**src/rtl/tt_um_islam_ihfaz_mux_arbiter.sv**
```systemverilog
// Two-requester arbiter driving the select of the tile's shared 2:1 data mux.
// Round-robin or priority-A policy with minimum hold time and starvation timeout.
module tt_um_islam_ihfaz_mux_arbiter #(
  parameter int HOLD_MIN = 2,
  parameter int TIMEOUT  = 8
) (
  input  logic [7:0] ui_in,
  output logic [7:0] uo_out,
  input  logic [7:0] uio_in,
  output logic [7:0] uio_out,
  output logic [7:0] uio_oe,
  input  logic       ena,
  input  logic       clk,
  input  logic       rst_n
);

  typedef enum logic [1:0] {
    IDLE    = 2'd0,
    GRANT_A = 2'd1,
    GRANT_B = 2'd2
  } state_t;

  localparam logic [3:0] HELD_TH = 4'(HOLD_MIN - 1);
  localparam logic [3:0] EXP_TH  = 4'(TIMEOUT - 1);

  state_t     state;
  state_t     state_nxt;
  logic       gnt_a;
  logic       gnt_b;
  logic       last;
  logic [3:0] hold_cnt;
  logic [7:0] switch_cnt;

  logic req_a;
  logic req_b;
  logic data_a;
  logic data_b;
  logic mode;
  logic held;
  logic expired;
  logic unused_ok;

  assign req_a  = ui_in[0];
  assign req_b  = ui_in[1];
  assign data_a = ui_in[2];
  assign data_b = ui_in[3];
  assign mode   = ui_in[4];

  assign unused_ok = &{1'b0, ena, uio_in, ui_in[7:5]};

  assign held    = (hold_cnt >= HELD_TH);
  assign expired = (hold_cnt >= EXP_TH);

  always_comb begin
    state_nxt = state;
    unique case (state)
      IDLE: begin
        if (req_a && req_b) begin
          // A tie goes to A in priority mode, otherwise away from the last winner.
          state_nxt = (mode || last) ? GRANT_A : GRANT_B;
        end else if (req_a) begin
          state_nxt = GRANT_A;
        end else if (req_b) begin
          state_nxt = GRANT_B;
        end
      end
      GRANT_A: begin
        if (!mode && req_b && expired) begin
          state_nxt = GRANT_B;
        end else if (!req_a && held) begin
          state_nxt = req_b ? GRANT_B : IDLE;
        end
      end
      GRANT_B: begin
        if (mode && req_a && held) begin
          state_nxt = GRANT_A;
        end else if (!mode && req_a && expired) begin
          state_nxt = GRANT_A;
        end else if (!req_b && held) begin
          state_nxt = req_a ? GRANT_A : IDLE;
        end
      end
      default: state_nxt = IDLE;
    endcase
  end

  always_ff @(posedge clk) begin
    if (!rst_n) begin
      state      <= IDLE;
      gnt_a      <= 1'b0;
      gnt_b      <= 1'b0;
      last       <= 1'b1;
      hold_cnt   <= '0;
      switch_cnt <= '0;
    end else begin
      state <= state_nxt;
      gnt_a <= (state_nxt == GRANT_A);
      gnt_b <= (state_nxt == GRANT_B);
      if (state_nxt != IDLE && state_nxt != state) begin
        hold_cnt   <= '0;
        last       <= (state_nxt == GRANT_B);
        switch_cnt <= switch_cnt + 8'd1;
      end else if (state_nxt != IDLE) begin
        if (hold_cnt != 4'hF) begin
          hold_cnt <= hold_cnt + 4'd1;
        end
      end else begin
        hold_cnt <= '0;
      end
    end
  end

  always_comb begin
    uo_out    = '0;
    uo_out[0] = (gnt_a & data_a) | (gnt_b & data_b);
    uo_out[1] = gnt_a;
    uo_out[2] = gnt_b;
    uo_out[3] = last;
    uo_out[7:4] = hold_cnt;
  end

  assign uio_out = switch_cnt;
  assign uio_oe  = '1;

endmodule

```
**config.mk**
```make
export PLATFORM = sky130hd
export DESIGN_NAME = tt_um_islam_ihfaz_mux_arbiter
export DESIGN_NICKNAME = d
export VERILOG_FILES = /design/src/rtl/tt_um_islam_ihfaz_mux_arbiter.sv
export SDC_FILE = /design/constraint.sdc
export NUM_CORES = 1
export LEC_CHECK = 0
export CORE_UTILIZATION = 39
export DETAILED_ROUTE_END_ITERATION = 7
export HOLD_SLACK_MARGIN = 0.15
export PLACE_DENSITY = 0.75
export SLEW_MARGIN = 30
export SYNTH_ARGS = -nofsm -noshare
export SYNTH_HDL_FRONTEND = slang
export SYNTH_SLANG_ARGS = --single-unit
```
**constraint.sdc**
```tcl
create_clock -name clk -period 1.8 [get_ports clk]
set_clock_uncertainty 0.1 [all_clocks]
set_input_delay 0.18 -clock clk [delete_from_list [all_inputs] [get_ports clk]]
set_output_delay 0.18 -clock clk [all_outputs]
set_load 0.05 [all_outputs]
```
# After elaboration in Yosys (flattened, before gate mapping)
# Index checks and enable logic that the tools add are counted.
[op_classes]
n_bitwise = 5
add_sub_neg = 2
n_lt_le_gt_ge = 2
eq_ne = 6
n_mux = 12
n_reduce_logical = 17
[ops]
columns = ["operator", "count"]
rows = [
  ["2-to-1 mux 2 bit", 10],
  ["logical AND 1 bit", 10],
  ["adder 8 x 1 -> 8 bit, second input constant", 1],
  ["case mux 2 bit (3 select lines)", 1],
  ["adder 4 x 1 -> 4 bit, second input constant", 1],
  ["== test 2 x 1 -> 1 bit, second input constant", 2],
  ["== test 2 bit, second input constant", 2],
  ["greater-or-equal comparator 4 x 1 -> 1 bit, second input constant", 1],
  ["greater-or-equal comparator 4 x 3 -> 1 bit, second input constant", 1],
  ["inequality test 4 bit, second input constant", 1],
  ["zero test 1 bit", 3],
  ["OR reduction 3 bit", 1],
  ["bitwise AND 1 bit", 2],
  ["zero test 2 bit", 1],
  ["inequality test 2 bit", 1],
  ["inverter 1 bit", 2],
  ["nonzero test 2 bit", 1],
  ["logical OR 1 bit", 1],
  ["2-to-1 mux 1 bit", 1],
  ["bitwise OR 1 bit", 1],
]
[totals]
wordCells = 50
regBits = 17
out_inout_bits = 24
in_bits = 19

# Longest topological paths before layout
# Gate-level depths: netlist (run 1).
[logic_depth]
word_depth = 9
depth_mapped = 8
mapped_depth_nobuf = 7

# Worst setup path after synthesis (run 1)
# No wires, ideal clock.
[synth_path]
kind = "register to register"
from = "reg hold_cnt[1]"
to = "reg switch_cnt[0], in the netlist uio_out[0]"
path_stages_with_launch = 9
synth_period_minus_slack_ns = 2.373
n_path_buf = 1
slack_ns = -0.573
required_ns = 1.585
arrival_ns = 2.158
setup_time_ns = 0.115
path_cell_list = "dfxtp_1 > inv_1 > ha_1 > nor4b_4 > o32ai_1 > o21ai_2 > buf_4 > a21oi_1 > o21a_1"
[synth_between]
elab_chain_cells = 8
word_cells_on_any_way = 16
cone_classes = "2 x order compare; 1 x eq/ne; 6 x mux; 7 x reduce/logical"
[synth_rtl]
columns = ["item", "line", "rtl"]
rows = [
  ["start, declared", "31", "logic [3:0] hold_cnt;"],
  ["start signal, assigned", "105", "hold_cnt <= hold_cnt + 4'd1;"],
  ["greater-or-equal comparator 4 x 1 -> 1 bit", "51", "assign held = (hold_cnt >= HELD_TH);"],
  ["logical AND 1 bit", "79", "end else if (!req_b && held) begin"],
  ["2-to-1 mux 2 bit", "79", ""],
  ["2-to-1 mux 2 bit", "77", "end else if (!mode && req_a && expired) begin"],
  ["2-to-1 mux 2 bit", "75", "if (mode && req_a && held) begin"],
  ["case mux 2 bit (3 select lines) *", "56", "unique case (state)"],
  ["inequality test 2 bit / nonzero test 2 bit (equally long branches)", "99", "if (state_nxt != IDLE && state_nxt != state) begin"],
  ["logical AND 1 bit *", "99", ""],
  ["end signal, assigned", "102", "switch_cnt <= switch_cnt + 8'd1;"],
  ["end, declared", "32", "logic [7:0] switch_cnt;"],
]
# Every way passes the cells marked *; elsewhere a longest branch is shown, timed or not.
# A chain may end at the register's enable or synchronous reset.

# Final worst setup path (run 1)
[layout_path]
from = "reg hold_cnt[1]"
to = "reg hold_cnt[1]"
[layout_between]
elab_chain_cells = 9
word_cells_on_any_way = 20
cone_classes = "1 x add/sub; 2 x order compare; 2 x eq/ne; 6 x mux; 1 x bitwise; 8 x reduce/logical"
[layout_rtl]
columns = ["item", "line"]
rows = [
  ["greater-or-equal comparator 4 x 1 -> 1 bit", "51"],
  ["logical AND 1 bit", "79"],
  ["2-to-1 mux 2 bit", "79"],
  ["2-to-1 mux 2 bit", "77"],
  ["2-to-1 mux 2 bit", "75"],
  ["case mux 2 bit (3 select lines)", "56"],
  ["inequality test 2 bit / nonzero test 2 bit (equally long branches)", "99, 103"],
  ["logical AND 1 bit / inverter 1 bit (equally long branches)", "-"],
  ["OR reduction 3 bit (no source line)", "-"],
]
# Parallel ways exist; a longest one is shown, timed or not.

==> results.tsv, run 1 <==
metric	value	unit
status	finished, violations left	
failing checks	negative setup slack	
Top FF cell, synth	dfxtp_1	
drt via density	5.26	
worst rel slew slack	66.4	%
final hold violations	0	
Post-Syn Area per Cell	8.91	um2
clk sink count	17	
worst slack, placed	-0.502	ns
slowest stage delay, CP	0.44	ns
gr ovfl total	0	
Setup-failing EPs final	14	
Placement Rows	19	
setup ws final	-0.182	ns
max cap viols	0	
worst endpoint required time	1.88	ns
Worst Path Arrival	2.06	ns
CP max stage cell	a2111o_1	
most frequent cells in the layout	buf_4, nand2_1, dfxtp_1	
die footprint	0.00310	mm2
cell leakage power	0.683	nW
Worst path top cell family by delay	compound AO/OA/AOI/OAI gates	
Synth area leaders	dfxtp_1, buf_4, mux2i_1	
crit path cell chain	inv_4, ha_4, nor4b_4, nor2_1, a2111o_1, a2111oi_2	
setup TNS	-1.50	ns
Die W	55.6	um
initial DRC count	29	
Vias	1058	
crit path buf inv count	1	
Tcrit/Tclk final	110	%
largest net degree at the start of global routing	18	
register bit total from synthesis	17	
Period minus WS final	1.98	ns
Cell variety after synth	37	
antenna-violating nets left	0	
area taken by multi-input logic gates	749	um2
WS Path Type	reg2reg	
vias in the first global route	1047	
hold-fix buffers at CTS	0	
maximum clock rate	0.505	GHz
final design utilization	58.5	%
crit start category	flop	
area grow syn2layout	42.5	%
Register Area	350	um2
initial antenna violation count	0	
TritonCTS Buffers	3	
first-pass GRT wire length	4590	um
die height	55.6	um
Synth top area share	30.3	%
number of antenna diodes	0	
Peak supply drop	0.454	mV
H-tree depth	1	
Pwr Density	797	mW/mm2
Setup crit end kind	flop	
Core ar.	0.00273	mm2
gpl congestion	0.816	
Tightest Hold Check Type	reg2reg	
most common cell after layout, fill and taps aside	buf_4	
Async S/R FF share, synth	0	%
unrepaired setup endpoints after global routing	true	
Worst Path Max Fanout	4	
sequential area share after synthesis	30.3	%
clock latency at the later pin of the worst-skew pair	0.29	ns
synthesized cell area	0.00112	mm2
# nets final	194	
total iterations of the first detailed-routing run	4	
I/O pins	43	
Max Buffers Root-to-Sink	2	
# port buffers	22	
clock root cell	clkbuf_4	
final wirelength	2620	um
Final Max Tran Viols	0	
EDFF count, synth	0	
Cells after Synth	126	
Ys Warns	0	
Clock transition at path regs	0.10	ns
cell taking the most area after synthesis	dfxtp_1	
WL per Instance	13.0	um
starting density of the core	41.1	%
layout cells sized above 1	40.6	%
DRC violations left	0	
CTS tree	done	
Final HPWL DP	1980	um
Least-Margin Pin Slew	0.503	ns
FILL cells	231	
GRT Util Overall	18.5	%
[routing by layer]
layer  wire length [um]  global-route usage, %  vias to the layer above
met1               1130                   21.7                      507
li1                   -                      -                      515
met2               1350                   34.1                       30
met4                 36                   7.14                        0
met3                100                   2.33                        6
met5                  0                      0                        -
[report_power, final]
part	total (mW)	internal [mW]	leakage (nW)	switching, mW
clock	0.201	0.0861	0.0150	0.115
sequential	0.449	0.411	0.141	0.0374
combinational	0.624	0.273	0.527	0.351
total	1.27	0.770	0.683	0.504
[state kept, by name, indices dropped and copies added, names as in the netlist]
name and flops:
gnt_a 1, gnt_b 1, hold_cnt 4, last 1, state 2, uio_out 8
[cell type report]
cell class                      instances  share of cell area, %
Clock buffer                            4                   1.64
Inverter                                5                   1.49
Multi-Input combinational cell         97                   46.9
Sequential cell                        17                   21.9
Tap cell                               31                   2.43
Timing Repair Buffer                   47                   25.7
[worst min-delay path: cells and delay by family (launching register included)]
family	cells	cell delay [ns]
DFF	1	0.33
and+or+nand+nor	1	0.06
muxes	1	0.05
[worst paths after layout]
kind                from           to  slack, ns  depth (start not counted)
min           uio_out[7]   uio_out[7]       0.39                          2
max reg2reg  hold_cnt[1]  hold_cnt[1]      -0.18                          6
min reg2reg   uio_out[7]   uio_out[7]       0.39                          2
max          hold_cnt[1]  hold_cnt[1]      -0.18                          6
[Yosys cell counts, drive strengths merged, types with 3 or more instances]
| library cell | instances |
|---|---|
| a21oi | 11 |
| and3 | 5 |
| buf | 13 |
| dfxtp | 17 |
| ha | 4 |
| inv | 5 |
| mux2i | 8 |
| nand2 | 14 |
| nand2b | 7 |
| nand3 | 9 |
| nor2 | 6 |
| o21ai | 3 |
[logic make-up after synthesis]
logic type | share of synthesized area, %
buffers and inverters | 11.0
other | 0.334
DFF | 30.3
muxes | 7.14
adders and majority gates | 4.46
xor gates and xnor gates | 0.781
AOI/OAI and AO/OA | 20.4
and+or+nand+nor | 25.5
[what timing repair did]
item                       CTS  global route
pin swaps                    7             1
buffers inserted             3             1
setup endpoints to repair   15            16
cloned                       0             0
gates resized for setup     10             6
hold endpoints to repair     0             0
[per-stage QoR]
stage	hold slack, ns	instance area, um2	power, mW	instances
6_report	0.388	1600	1.27	201
5_1_grt	0.447	1600	1.35	201
4_1_cts	0.395	1560	1.26	200
3_5_place_dp	0.372	1480	1.02	193
3_3_place_gp	0.356	1480	1.01	193
2_1_floorplan	0.203	1190	0.853	133
No activity file was read; power rests on OpenSTA's default activity.
==> run 2: changes to the inputs <==
REMOVE_ABC_BUFFERS = 1   (was default)
==> results.tsv, run 2 (synthesis gave the netlist of run 1 again) <==
metric	value	unit	change
Max Buffers Root-to-Sink	2		unchanged
setup ws final	-0.186	ns	-0.00407 ns
area grow syn2layout	44.5	%	
Die W	55.6	um	unchanged
die footprint	0.00310	mm2	unchanged
most common cell after layout, fill and taps aside	buf_4		
# port buffers	22		unchanged
Peak supply drop	0.590	mV	+30%
largest net degree at the start of global routing	18		unchanged
Worst Path Max Fanout	5		+1
drt via density	5.01		-4.8%
Setup-failing EPs final	14		unchanged
status	finished, violations left		
clk sink count	17		unchanged
Tcrit/Tclk final	110	%	+0.23 points
clock latency at the later pin of the worst-skew pair	0.28	ns	about the same
crit start category	flop		
starting density of the core	41.1	%	unchanged
Period minus WS final	1.99	ns	+0.00407 ns
CTS tree	done		
Pwr Total	1.29	mW	+1.2%
Core ar.	0.00273	mm2	unchanged
# nets final	195		+0.52%
worst rel slew slack	65.7	%	-0.68 points
worst reg2reg path depth	7		+1
Final HPWL DP	1790	um	-9.8%
final wirelength	2480	um	-5.2%
initial DRC count	20		-31%
WHS Path Cells	2		unchanged
number of antenna diodes	0		unchanged
layout cells sized above 1	40.4	%	-0.24 points
final hold violations	0		unchanged
WS Path Type	reg2reg		
GRT Util Overall	16.5	%	-2.1 points
unrepaired setup endpoints after global routing	true		
I/O pins	43		unchanged
WL per Instance	12.3	um	-5.6%
TritonCTS Buffers	3		unchanged
max reg flops	8		unchanged
die height	55.6	um	unchanged
Tightest Hold Check Type	reg2reg		
worst endpoint required time	1.88	ns	about the same
gr ovfl total	0		unchanged
Hold WS	0.395	ns	+0.00712 ns
H-tree depth	1		unchanged
Least-Margin Pin Slew	0.512	ns	+0.00938 ns
Final Max Tran Viols	0		unchanged
cell leakage power	0.674	nW	-1.3%
gpl congestion	0.752		-7.9%
antenna-violating nets left	0		unchanged
Setup crit end kind	flop		
failing checks	negative setup slack		
max cap viols	0		unchanged
register-to-register setup slack	-0.19	ns	about the same
DRC violations left	0		unchanged
initial antenna violation count	0		unchanged
Vias	1012		-4.3%
first-pass GRT wire length	4150	um	-9.6%
Pwr Density	795	mW/mm2	-0.19%
vias in the first global route	955		-8.8%
final std cells w/o fill	202		+0.50%
Worst Path Arrival	2.07	ns	about the same
clock root cell	clkbuf_4		
setup TNS	-2.05	ns	-0.556 ns
DP Cell Count	193		unchanged
maximum clock rate	0.504	GHz	-0.20%
most frequent cells in the layout	buf_4, dfxtp_1, nand2_1		
Placement Rows	19		unchanged
total iterations of the first detailed-routing run	4		unchanged
Clock transition at path regs	0.10	ns	about the same
-- run 2: final timing paths --
path	start	endpoint
setup / recovery	hold_cnt[1]	hold_cnt[1]
hold / removal	uio_out[7]	uio_out[7]
setup reg to reg	hold_cnt[1]	hold_cnt[1]
hold reg to reg	uio_out[7]	uio_out[7]
-- run 2: final cells by class --
cell class	count	area, um2
multi-input combinational	97	771
inverter	5	21.3
clock buffer	3	22.5
tap	31	38.8
fill	245	1110
sequential	17	345
timing repair buffer	48	418
clock inverter	1	5.00
-- run 2: layer usage --
| metal | GRT usage, % | vias to the layer above | part of all wire (%) |
|---|---|---|---|
| li1 | - | 517 | - |
| met1 | 21.1 | 472 | 47 |
| met2 | 28.1 | 21 | 49 |
| met3 | 2.79 | 2 | 3.4 |
| met4 | 5.36 | 0 | 0.32 |
| met5 | 0 | - | 0 |
-- run 2: repair_timing --
action,in CTS,in global routing
setup buffers,4,3
resized for setup,17,11
pin swaps,6,9
setup endpoints to repair,16,16
hold buffers,0,0
-- run 2: report_power, final --
group | total [mW] | internal, mW | switching [mW]
logic | 0.641 | 0.281 | 0.360
registers | 0.450 | 0.412 | 0.0377
clock network | 0.198 | 0.0824 | 0.116
-- run 2: critical path, stage by stage (launching register included) --
cell and delay, ns:
dfxtp_2 0.36, inv_2 0.06, ha_4 0.16, nor4b_4 0.23, buf_4 0.18, nor2_2 0.04
a2111o_1 0.45, a2111oi_2 0.31
-- run 2: metrics by stage --
stage          setup WS, ns  area, um2  utilization [%]
6_report             -0.186       1620             59.3
5_1_grt              -0.272       1620             59.3
4_1_cts              -0.183       1560             56.9
3_5_place_dp         -0.397       1450             52.9
3_3_place_gp         -0.369       1450             52.9
2_1_floorplan        -0.748       1040                -
==> run 3: changes to the inputs <==
CORE_MARGIN = 5   (was default)
==> results.tsv, run 3 (synthesis gave the netlist of run 1 again) <==
metric	value	unit	change
worst endpoint required time	1.89	ns	about the same
most frequent cells in the layout	buf_4, dfxtp_1, nand2_1		
# port buffers	22		unchanged
CTS tree	done		
Final Max Tran Viols	0		unchanged
H-tree depth	1		unchanged
Reg power frac	33.4	%	-1.5 points
layout cells sized above 1	41.6	%	+1.3 points
die height	63.6	um	+14%
TritonCTS Buffers	3		unchanged
largest net degree at the start of global routing	18		unchanged
Period minus WS final	1.98	ns	-0.00182 ns
vias in the first global route	1104		+16%
Tightest Hold Check Type	reg2reg		
Core ar.	0.00276	mm2	+0.87%
RR Startpoint	hold_cnt[0]		
Sw Share	40.2	%	+0.35 points
Logic pwr share	51.4	%	+1.7 points
crit start category	flop		
reg-to-reg endpoint	hold_cnt[1]		
Pwr Total	1.33	mW	+3.5%
crit path from	hold_cnt[0]		
Setup crit end kind	flop		
final design utilization	60.7	%	+1.4 points
Vias	1055		+4.2%
clock group share of total power	15.3	%	about the same
Hold Path Origin	uio_out[5]		
worst reg2reg path depth	6		-1
unrepaired setup endpoints after global routing	true		
Hold WS	0.402	ns	+0.00702 ns
CP endpoint	hold_cnt[1]		
WS Path Type	reg2reg		
Clock transition at path regs	0.10	ns	about the same
worst rel slew slack	66.5	%	+0.75 points
maximum clock rate	0.504	GHz	about the same
Placement Rows	19		unchanged
Peak supply drop	0.526	mV	-11%
Placed Area	0.00145	mm2	+0.17%
Max Buffers Root-to-Sink	2		unchanged
Setup-failing EPs final	15		+1
Worst Path Max Fanout	5		unchanged
Worst Path Arrival	2.07	ns	about the same
antenna-violating nets left	0		unchanged
initial antenna violation count	0		unchanged
max reg flops	8		unchanged
clk sink count	17		unchanged
clock root cell	clkbuf_4		
most common cell after layout, fill and taps aside	buf_4		
slowest stage delay, CP	0.50	ns	+0.05 ns
GRT Util Overall	14.3	%	-2.1 points
number of antenna diodes	0		unchanged
area grow syn2layout	49.2	%	
switching pwr	0.536	mW	+4.4%
Die W	63.6	um	+14%
status	finished, violations left		
failing checks	negative setup slack		
final hold violations	0		unchanged
Final HPWL DP	2090	um	+17%
register-to-register setup slack	-0.18	ns	about the same
total iterations of the first detailed-routing run	4		unchanged
WL per Instance	14.2	um	+15%
Least-Margin Pin Slew	0.501	ns	-0.0112 ns
gpl congestion	0.936		+24%
setup ws final	-0.184	ns	+0.00182 ns
initial DRC count	53		+170%
gr ovfl total	0		unchanged
die footprint	0.00405	mm2	+31%
Design Area, Final	0.00167	mm2	+3.2%
starting density of the core	40.7	%	-0.35 points
# nets final	197		+1.0%
drt via density	5.17		+3.2%
I/O pins	43		unchanged
hold-fix buffers at CTS	0		unchanged
max cap viols	0		unchanged
cell leakage power	0.688	nW	+2.0%
final wirelength	2890	um	+16%
Tcrit/Tclk final	110	%	about the same
Pwr Density	797	mW/mm2	+0.27%
first-pass GRT wire length	4810	um	+16%
Internal Pwr Total	0.798	mW	+2.9%
CP max stage cell	a2111o_1		
clock latency at the later pin of the worst-skew pair	0.29	ns	about the same
crit path cell chain	ha_2, buf_4, nor2_1, o21ai_1, a2111o_1, a2111oi_4		
DRC violations left	0		unchanged
-- run 3: through the flow --
stage               setup WS [ns]  cells  TNS, ns
global placement           -0.351    194    -4.18
detailed placement         -0.403    194    -4.93
floorplan                  -0.748    119    -9.16
CTS                        -0.176    204    -1.89
finish                     -0.184    204    -1.66
global route               -0.254    204    -2.76
-- run 3: what timing repair did --
item                                    CTS  global route
buffers inserted                          6             2
endpoints found under the setup margin   15            15
gates cloned                              0             0
pin swaps                                12             6
gates resized for setup                  20            14
-- run 3: worst min-delay path by stage --
stage | to | cells after the start | slack [ns]
after floorplan | last | 1 | 0.15
after detailed placement | uio_out[7] | 2 | 0.39
after CTS | uio_out[5] | 2 | 0.41
final | uio_out[5] | 2 | 0.40
after global placement | uio_out[7] | 2 | 0.36
after global routing | uio_out[4] | 2 | 0.42
-- run 3: power groups by stage --
stage / logic [mW] / registers [mW] / clock network [mW]
finish: 0.686 / 0.445 / 0.204
global route: 0.726 / 0.450 / 0.231
CTS: 0.642 / 0.444 / 0.212
detailed placement: 0.558 / 0.448 / 0
global placement: 0.547 / 0.447 / 0
floorplan: 0.245 / 0.541 / 0
-- run 3: layout make-up --
type | count | area [um2]
sequential | 17 | 348
fill | 240 | 1080
tap | 31 | 38.8
timing repair buffer | 50 | 444
clock buffer | 4 | 26.3
multi-input combinational | 97 | 796
inverter | 5 | 21.3
-- run 3: routing by layer --
layer	track usage (%)	up-vias	routed length, um
li1	-	522	-
met5	0	-	0
met1	16.2	502	1240
met2	24.5	26	1500
met4	7.53	0	37
met3	3.55	5	108
-- run 3: worst max-delay path, delay by kind of cell, from the launching register on --
kind,cells,cell delay (ns)
AO/OA/AOI/OAI,3,0.94
AND/OR/NAND/NOR,1,0.10
adder cells (fa/ha/maj),1,0.21
flip-flops,1,0.38
buffers and inverters,1,0.15
